**src/rtl/rio_host_param.sv**
```systemverilog
// rtl/rio_host_param.sv - parametrised RIO single-wire link host (serialiser, target clock, parity)
module rio_host_param #(
    parameter int ADDR_WIDTH = 8,
    parameter int DATA_WIDTH = 8,
    parameter int CLKDIV     = 2
) (
    input  logic                  clock,
    input  logic                  reset,
    input  logic                  req_valid,
    output logic                  req_ready,
    input  logic                  req_write,
    input  logic [ADDR_WIDTH-1:0] req_addr,
    input  logic [DATA_WIDTH-1:0] req_wdata,
    output logic                  rsp_valid,
    output logic [DATA_WIDTH-1:0] rsp_rdata,
    output logic                  rsp_perr,
    output logic                  clock_target,
    output logic                  sdio_o,
    output logic                  sdio_oe,
    input  logic                  sdio_i
);

    localparam int MAX_W  = (ADDR_WIDTH > DATA_WIDTH) ? ADDR_WIDTH : DATA_WIDTH;
    localparam int CNT_W  = (MAX_W > 1) ? $clog2(MAX_W) : 1;
    localparam int PERIOD = 2 * CLKDIV;
    localparam int DIV_W  = $clog2(PERIOD);

    localparam logic [DIV_W-1:0] DIV_LAST  = DIV_W'(PERIOD - 1);
    localparam logic [DIV_W-1:0] DIV_PRE   = DIV_W'(PERIOD - 2);
    localparam logic [DIV_W-1:0] DIV_HALF  = DIV_W'(CLKDIV);
    localparam logic [CNT_W-1:0] ADDR_LAST = CNT_W'(ADDR_WIDTH - 1);
    localparam logic [CNT_W-1:0] DATA_LAST = CNT_W'(DATA_WIDTH - 1);

    typedef enum logic [3:0] {
        S_IDLE, S_WAIT, S_START, S_RW, S_ADDR, S_WDATA, S_WPAR,
        S_TURN, S_RDATA, S_RPAR, S_STOP
    } state_t;

    state_t                  state_q, state_d;
    logic                    ready_q;
    logic [DIV_W-1:0]        div_q;
    logic [CNT_W-1:0]        cnt_q;
    logic                    write_q;
    logic                    wpar_q;
    logic                    rpar_q;
    logic [ADDR_WIDTH-1:0]   addr_sh_q;
    logic [DATA_WIDTH-1:0]   wdata_sh_q;
    logic [DATA_WIDTH-1:0]   rdata_q, rdata_d;
    logic                    rsp_valid_q;
    logic [DATA_WIDTH-1:0]   rsp_rdata_q;
    logic                    rsp_perr_q;
    logic                    bit_end;
    logic                    rsp_slot;
    logic                    accept;

    // State changes land on bit_end so every field starts on the low half of clock_target.
    assign bit_end  = (div_q == DIV_LAST);
    assign rsp_slot = (div_q == DIV_PRE);
    assign accept   = (state_q == S_IDLE) && req_valid && ready_q;

    assign req_ready = ready_q;
    assign rsp_valid = rsp_valid_q;
    assign rsp_rdata = rsp_rdata_q;
    assign rsp_perr  = rsp_perr_q;

    // Bit-period divider; held at zero in reset so clock_target restarts low.
    always_ff @(posedge clock) begin
        if (reset) begin
            div_q <= '0;
        end else if (bit_end) begin
            div_q <= '0;
        end else begin
            div_q <= div_q + DIV_W'(1);
        end
    end

    // State register; ready tracks the upcoming state so it is low during reset and the
    // cycle after a request is taken.
    always_ff @(posedge clock) begin
        if (reset) begin
            state_q <= S_IDLE;
            ready_q <= 1'b0;
        end else begin
            state_q <= state_d;
            ready_q <= (state_d == S_IDLE);
        end
    end

    // Next-state logic: WAIT is skipped when a request lands on the last cycle of a period.
    always_comb begin
        state_d = state_q;
        case (state_q)
            S_IDLE:  if (accept)  state_d = bit_end ? S_START : S_WAIT;
            S_WAIT:  if (bit_end) state_d = S_START;
            S_START: if (bit_end) state_d = S_RW;
            S_RW:    if (bit_end) state_d = S_ADDR;
            S_ADDR:  if (bit_end && cnt_q == '0) state_d = write_q ? S_WDATA : S_TURN;
            S_WDATA: if (bit_end && cnt_q == '0) state_d = S_WPAR;
            S_WPAR:  if (bit_end) state_d = S_STOP;
            S_TURN:  if (bit_end) state_d = S_RDATA;
            S_RDATA: if (bit_end && cnt_q == '0) state_d = S_RPAR;
            S_RPAR:  if (bit_end) state_d = S_STOP;
            S_STOP:  if (bit_end) state_d = S_IDLE;
            default: state_d = S_IDLE;
        endcase
    end

    // Read shift-in value: MSB arrives first, so older bits move up.
    always_comb begin
        rdata_d    = rdata_q << 1;
        rdata_d[0] = sdio_i;
    end

    // Frame datapath: request capture, field shifting, line sampling and completion.
    always_ff @(posedge clock) begin
        if (reset) begin
            cnt_q       <= '0;
            write_q     <= 1'b0;
            wpar_q      <= 1'b0;
            rpar_q      <= 1'b0;
            addr_sh_q   <= '0;
            wdata_sh_q  <= '0;
            rdata_q     <= '0;
            rsp_valid_q <= 1'b0;
            rsp_rdata_q <= '0;
            rsp_perr_q  <= 1'b0;
        end else begin
            if (accept) begin
                write_q    <= req_write;
                addr_sh_q  <= req_addr;
                wdata_sh_q <= req_wdata;
                wpar_q     <= ^req_wdata;
            end
            if (bit_end) begin
                case (state_q)
                    S_RW:    cnt_q <= ADDR_LAST;
                    S_ADDR: begin
                        addr_sh_q <= addr_sh_q << 1;
                        cnt_q     <= (cnt_q == '0) ? DATA_LAST : cnt_q - CNT_W'(1);
                    end
                    S_WDATA: begin
                        wdata_sh_q <= wdata_sh_q << 1;
                        cnt_q      <= cnt_q - CNT_W'(1);
                    end
                    S_TURN:  cnt_q <= DATA_LAST;
                    S_RDATA: begin
                        rdata_q <= rdata_d;
                        cnt_q   <= cnt_q - CNT_W'(1);
                    end
                    S_RPAR:  rpar_q <= sdio_i;
                    default: ;
                endcase
            end
            // Registered one cycle early so the pulse coincides with the last STOP cycle.
            rsp_valid_q <= 1'b0;
            if (state_q == S_STOP && rsp_slot) begin
                rsp_valid_q <= 1'b1;
                rsp_rdata_q <= write_q ? '0 : rdata_q;
                rsp_perr_q  <= write_q ? 1'b0 : ((^rdata_q) != rpar_q);
            end
        end
    end

    // Line drive and target clock; released fields leave the pull-up to hold the line high.
    always_comb begin
        clock_target = (div_q >= DIV_HALF);
        sdio_oe      = 1'b0;
        sdio_o       = 1'b1;
        case (state_q)
            S_START: begin sdio_oe = 1'b1; sdio_o = 1'b0;                       end
            S_RW:    begin sdio_oe = 1'b1; sdio_o = write_q;                    end
            S_ADDR:  begin sdio_oe = 1'b1; sdio_o = addr_sh_q[ADDR_WIDTH-1];    end
            S_WDATA: begin sdio_oe = 1'b1; sdio_o = wdata_sh_q[DATA_WIDTH-1];   end
            S_WPAR:  begin sdio_oe = 1'b1; sdio_o = wpar_q;                     end
            default: ;
        endcase
    end

endmodule

```
**config.mk**
```make
export PLATFORM = sky130hd
export DESIGN_NAME = rio_host_param
export DESIGN_NICKNAME = d
export VERILOG_FILES = /design/src/rtl/rio_host_param.sv
export SDC_FILE = /design/constraint.sdc
export NUM_CORES = 1
export LEC_CHECK = 0
export ABC_AREA = 1
export CORE_MARGIN = 2
export CORE_UTILIZATION = 51
export CTS_BUF_LIST = sky130_fd_sc_hd__clkbuf_4 sky130_fd_sc_hd__clkbuf_8
export DETAILED_ROUTE_END_ITERATION = 10
export PLACE_DENSITY = 0.84
export SYNTH_ARGS = -nofsm -noshare
export SYNTH_HDL_FRONTEND = slang
export SYNTH_SLANG_ARGS = --single-unit
export TNS_END_PERCENT = 100
```
**constraint.sdc**
```tcl
create_clock -name clock -period 1.4 [get_ports clock]
set_input_delay 0.21 -clock clock [delete_from_list [all_inputs] [get_ports clock]]
set_output_delay 0.21 -clock clock [all_outputs]
set_load 0.02 [all_outputs]
```
* After elaboration in Yosys (flattened, before gate mapping)
Index checks and enable logic that the tools add are counted.
** Word-level totals
- Register bits :: 47
- Output and inout port bits :: 14
- Word-level logic and storage cells :: 73
** Cells by class
- Add/sub/neg operators :: 2
- Magnitude comparators :: 1
- Equality and inequality tests :: 13
- Muxes and demuxes :: 26
- Reduce and logical (&&, ||, !) cells :: 18
** Operator list (number)
- 8-bit 2-to-1 mux :: 7
- 4-bit 2-to-1 mux :: 10
- 4-bit one-hot mux with 10 select lines :: 1
- 4-bit by 3-bit equality test with 1-bit output (second input constant) :: 4
- 8-bit parity :: 2
- 4-bit equality test (second input constant) :: 3
- 3-bit one-hot mux with 3 select lines :: 1
- 4-bit by 2-bit equality test with 1-bit output (second input constant) :: 2
- 4-bit logical NOT :: 2
- 2-bit OR reduction :: 4
- 2-bit AND reduction :: 3
- 1-bit one-hot mux with 5 select lines :: 1
- 5-bit OR reduction :: 1
- 2-bit equality test (second input constant) :: 2
- 4-bit by 1-bit equality test with 1-bit output (second input constant) :: 1
- 1-bit logical AND :: 4
- 2-bit 2-to-1 mux :: 2
- 3-bit logical NOT :: 1
- 1-bit 2-to-1 mux :: 3
- 3-bit 2-to-1 mux :: 1
- 3-bit nonzero test :: 1
- 3-bit by 1-bit subtractor with 3-bit output (second input constant) :: 1
- 2-bit by 1-bit adder with 2-bit output (second input constant) :: 1
- 2-bit >= comparator (second input constant) :: 1
- 1-bit != test :: 1

* Longest topological paths before layout
- Depth after elaboration :: 6
- Depth in mapped cells :: 11
- Gate-level depth less buffers :: 11

* Worst setup path before layout
No wires, ideal clock.
- Path type :: reg-to-output
- Start point :: register state_q[1]
- End point :: output port sdio_o
- Data arrival time :: 1267 ps
- Data required time :: 1190 ps
- Slack :: -77 ps
- Stages on the path, launching flop included :: 6
- Cells stage by stage :: dfxtp_1 -> buf_6 -> nand2_1 -> inv_1 -> o22ai_1 -> o211ai_1
** Between the ends
- Longest elaborated chain between the ends :: 2
- Elaborated cells on any way between the ends :: 6
** Ends and longest elaborated chain
- start: declaration :: line 39 : state_t state_q, state_d;
- start signal: assignment :: line 84 : state_q <= state_d;
- 4-bit by 3-bit equality test with 1-bit output or 4-bit by 2-bit equality test with 1-bit output (tied branches) :: line 169 : case (state_q)
- 1-bit one-hot mux with 5 select lines * :: line 169
- end: declaration :: line 18 : output logic sdio_o,
Mark *: on every way between the ends. The rest lies on a longest branch, timed or not.

* Worst setup path after layout
- Start point :: register state_q[3]
- End point :: output port sdio_o
The elaborated chain is that of the path after synthesis.

==> impl_metrics.ini <==
[floorplanning]
die_h_um = 72.8
dieArea_um2 = 5300
io_pins = 35
initial_core_util_pct = 52.1
core_area_um2 = 4630
die-width_um = 72.8
num_rows = 25

[pwr]
p_sw_mw = 0.928
internal_power_mw = 2.28
seqPwrFrac_pct = 45.1
power_density_nw_per_um2 = 827
swShare_pct = 28.9
pwr-share-comb_pct = 22.6
leakage_nw = 1.81
max-vdd-ir-drop_mv = 0.963
clkPwrFrac_pct = 32.4

[critical_path]
crit_family = flip-flops
crit_path_start_kind = flop
cp.required_ps = 1190
cp_slowest_cell = dfxtp_2
path_max_fanout = 4
critPathBufInv = 4
cp-end-kind = primary output
critPathMaxStageDelay_ps = 360
path_cells = inv_4 -> nand2_4 -> inv_4 -> nand2_4 -> inv_2 -> nand2_2 -> o21ai_2 -> a21oi_1 -> o211ai_1 -> buf_4
cp.arrival_ps = 1470
criticalPathCategory = flop to primary output

[yosys]
ys_ff_latch = 47
synth_top_area_share_pct = 39.0
seq_area_frac_synth_pct = 39.0
synthTopCellsByArea = dfxtp_1 (39%), nand2_1 (18%), inv_1 (5.9%)
avgSynthCellArea_um2 = 6.72
yosys_warnings = 0
synth.distinct_cells = 28
synth_edf_count = 0
async_flop_share_pct = 0
syn_area_um2 = 2410
ys.flop_type = dfxtp_1
synth_nets = 384
synth_top_area_cell = dfxtp_1
netlist_instances = 359

[timing]
fmax_mhz = 594
finalHoldViolCount = 0
tns_ps = -4650
fin_crit_sh_pct = 120
rsz0062_at_grt = true
setup_viol = 30
layout_min_cycle_time_ps = 1680
slew_headroom_pct = 77.3
finalMaxSlewViolations = 0
worst_pin_slew_ps = 338
fin_ws_ps = -284
finClkSkew_ps = 5.44

[drt]
wire_per_inst_um = 16.6
vias = 2886
ant_nets = 0
first_pass_iters = 5
wl_um = 8310
drt_iter0_drc = 219
vias_per_cell = 5.75
remaining_drc_errors = 0

[placement]
gp_congestion = 0.876
dpl.hpwl_um = 4230
place_ws_ps = -426
dpl-instance-area_um2 = 3130
dp_cells = 476
portBuffers = 34

[cells_and_area]
diodes = 0
stdcell_count = 502
fillCellCount = 234
fin_util_pct = 83.7
multi_input_area_um2 = 1580
syn_to_final_growth_pct = 60.6
stdcell_area_um2 = 3880
final-seq-area_um2 = 961
nets = 472
drive_gt1_share_pct = 37.1

[grt]
antenna_found_initial = 0
grt_pass1_wl_um = 11600
grt_pass1_vias = 2595
grt_overflow = 0
grt.total_usage_pct = 28.3
grt_max_degree = 31

[clock_tree]
hold_buffers = 0
clockRootBuffer = clkbuf_8
clock_latency_ps = 310
cts_made_buffers = 5
clkSlewWorstSetupHoldPaths_ps = 100
clock-sinks = 47
htreeDepth = 2
cts.path.max_buffers = 2
tritoncts = built

[worst_hold_path]
hp-class = flop to flop

[job]
maxCapViolCount = 0

[outcome]
status = finished with violations
violations = setup timing
-- registers in the layout, summed over array words and instances, names as in the netlist --
name and flops:
addr_sh_q 8, cnt_q 3, div_q 2, rdata_q 8
req_ready 1, rpar_q 1, rsp_perr 1, rsp_rdata 8
rsp_valid 1, state_q 4, wdata_sh_q 8, wpar_q 1
write_q 1
-- cell type report --
class / instances / share of cell area (%)
Clock buffer: 5 / 1.78
Clock inverter: 3 / 1.13
Inverter: 43 / 4.81
Multi-Input combinational cell: 255 / 40.9
Sequential cell: 47 / 24.8
Tap cell: 54 / 1.74
Timing Repair Buffer: 92 / 24.2
Timing Repair inverter: 3 / 0.678
-- worst paths after layout --
path                            endpoint  cells past startpoint  slack [ps]        from
worst max-delay path              sdio_o                     10        -280  state_q[3]
worst min register to register  div_q[0]                      1         450    div_q[0]
worst max register to register    wpar_q                     10        -230  state_q[0]
worst min-delay path            div_q[0]                      1         450    div_q[0]
-- worst register-to-register path: stages (launching register included) --
cell and delay (ps):
dfxtp_4 390, nor2_4 160, buf_6 130, inv_4 40, nor3_4 170, buf_6 160
buf_8 150, buf_6 130, nand2_4 40, o21ai_2 110, inv_1 60
-- what timing repair did --
action,CTS,global route
resized for setup,91,98
setup buffers,7,5
gates cloned,3,4
pin swaps,17,22
setup endpoints to repair,56,44
-- synth_stat cells, types with 2 or more instances --
master    count
nand2_1     117
dfxtp_1      47
inv_1        38
a21oi_1      28
o21ai_0      25
nor2_1       24
nand3_1      15
o211ai_1     12
a31oi_1       7
clkbuf_1      6
xnor2_1       6
buf_2         5
inv_2         5
ha_1          4
buf_6         3
nor3_1        3
nand4_1       2
o22ai_1       2
-- cell families (layout without fill, tap and decap cells) --
logic type,Yosys count,after routing,share of synthesized area (%)
XOR/XNOR,7,7,2.54
adder cells (fa/ha/maj),4,4,2.07
flip-flops,47,47,39.0
buffers and inverters,58,146,10.4
AND/OR/NAND/NOR,167,168,28.4
AO/OA/AOI/OAI,76,76,17.7
-- layer usage --
layer  share of wire (%)  global-route usage (%)  wire length (µm)
met2                  51                    50.7              4210
met1                  38                    32.0              3190
met5                   0                       0                 0
met3                 6.4                    5.25               533
met4                 4.4                    13.6               369
-- layout by cell type, fill, tap and decap left out, types with 7 or more instances in the layout --
master	instances
a21oi_1	19
a21oi_2	9
buf_4	35
buf_6	17
clkdlybuf4s50_1	20
dfxtp_1	39
dlygate4sd2_1	11
inv_1	31
nand2_1	94
nand2_2	12
nand2_4	12
nand3_1	9
nor2_1	15
nor2_4	7
o211ai_1	12
o21ai_1	8
o21ai_2	13
-- stage by stage --
step / power (mW) / hold slack [ps]
final: 3.21 / 446
after global routing: 3.33 / 460
after CTS: 3.05 / 447
after detailed placement: 1.94 / 450
after global placement: 1.93 / 435
after floorplan: 1.73 / 345
-- power groups by stage --
stage | sequential (mW) | combinational [mW] | clock, mW
2_1_floorplan | 1.46 | 0.268 | 0
3_3_place_gp | 1.46 | 0.468 | 0
3_5_place_dp | 1.47 | 0.479 | 0
4_1_cts | 1.44 | 0.582 | 1.03
5_1_grt | 1.45 | 0.774 | 1.10
6_report | 1.44 | 0.724 | 1.04
No activity file was read; power rests on OpenSTA's default activity.
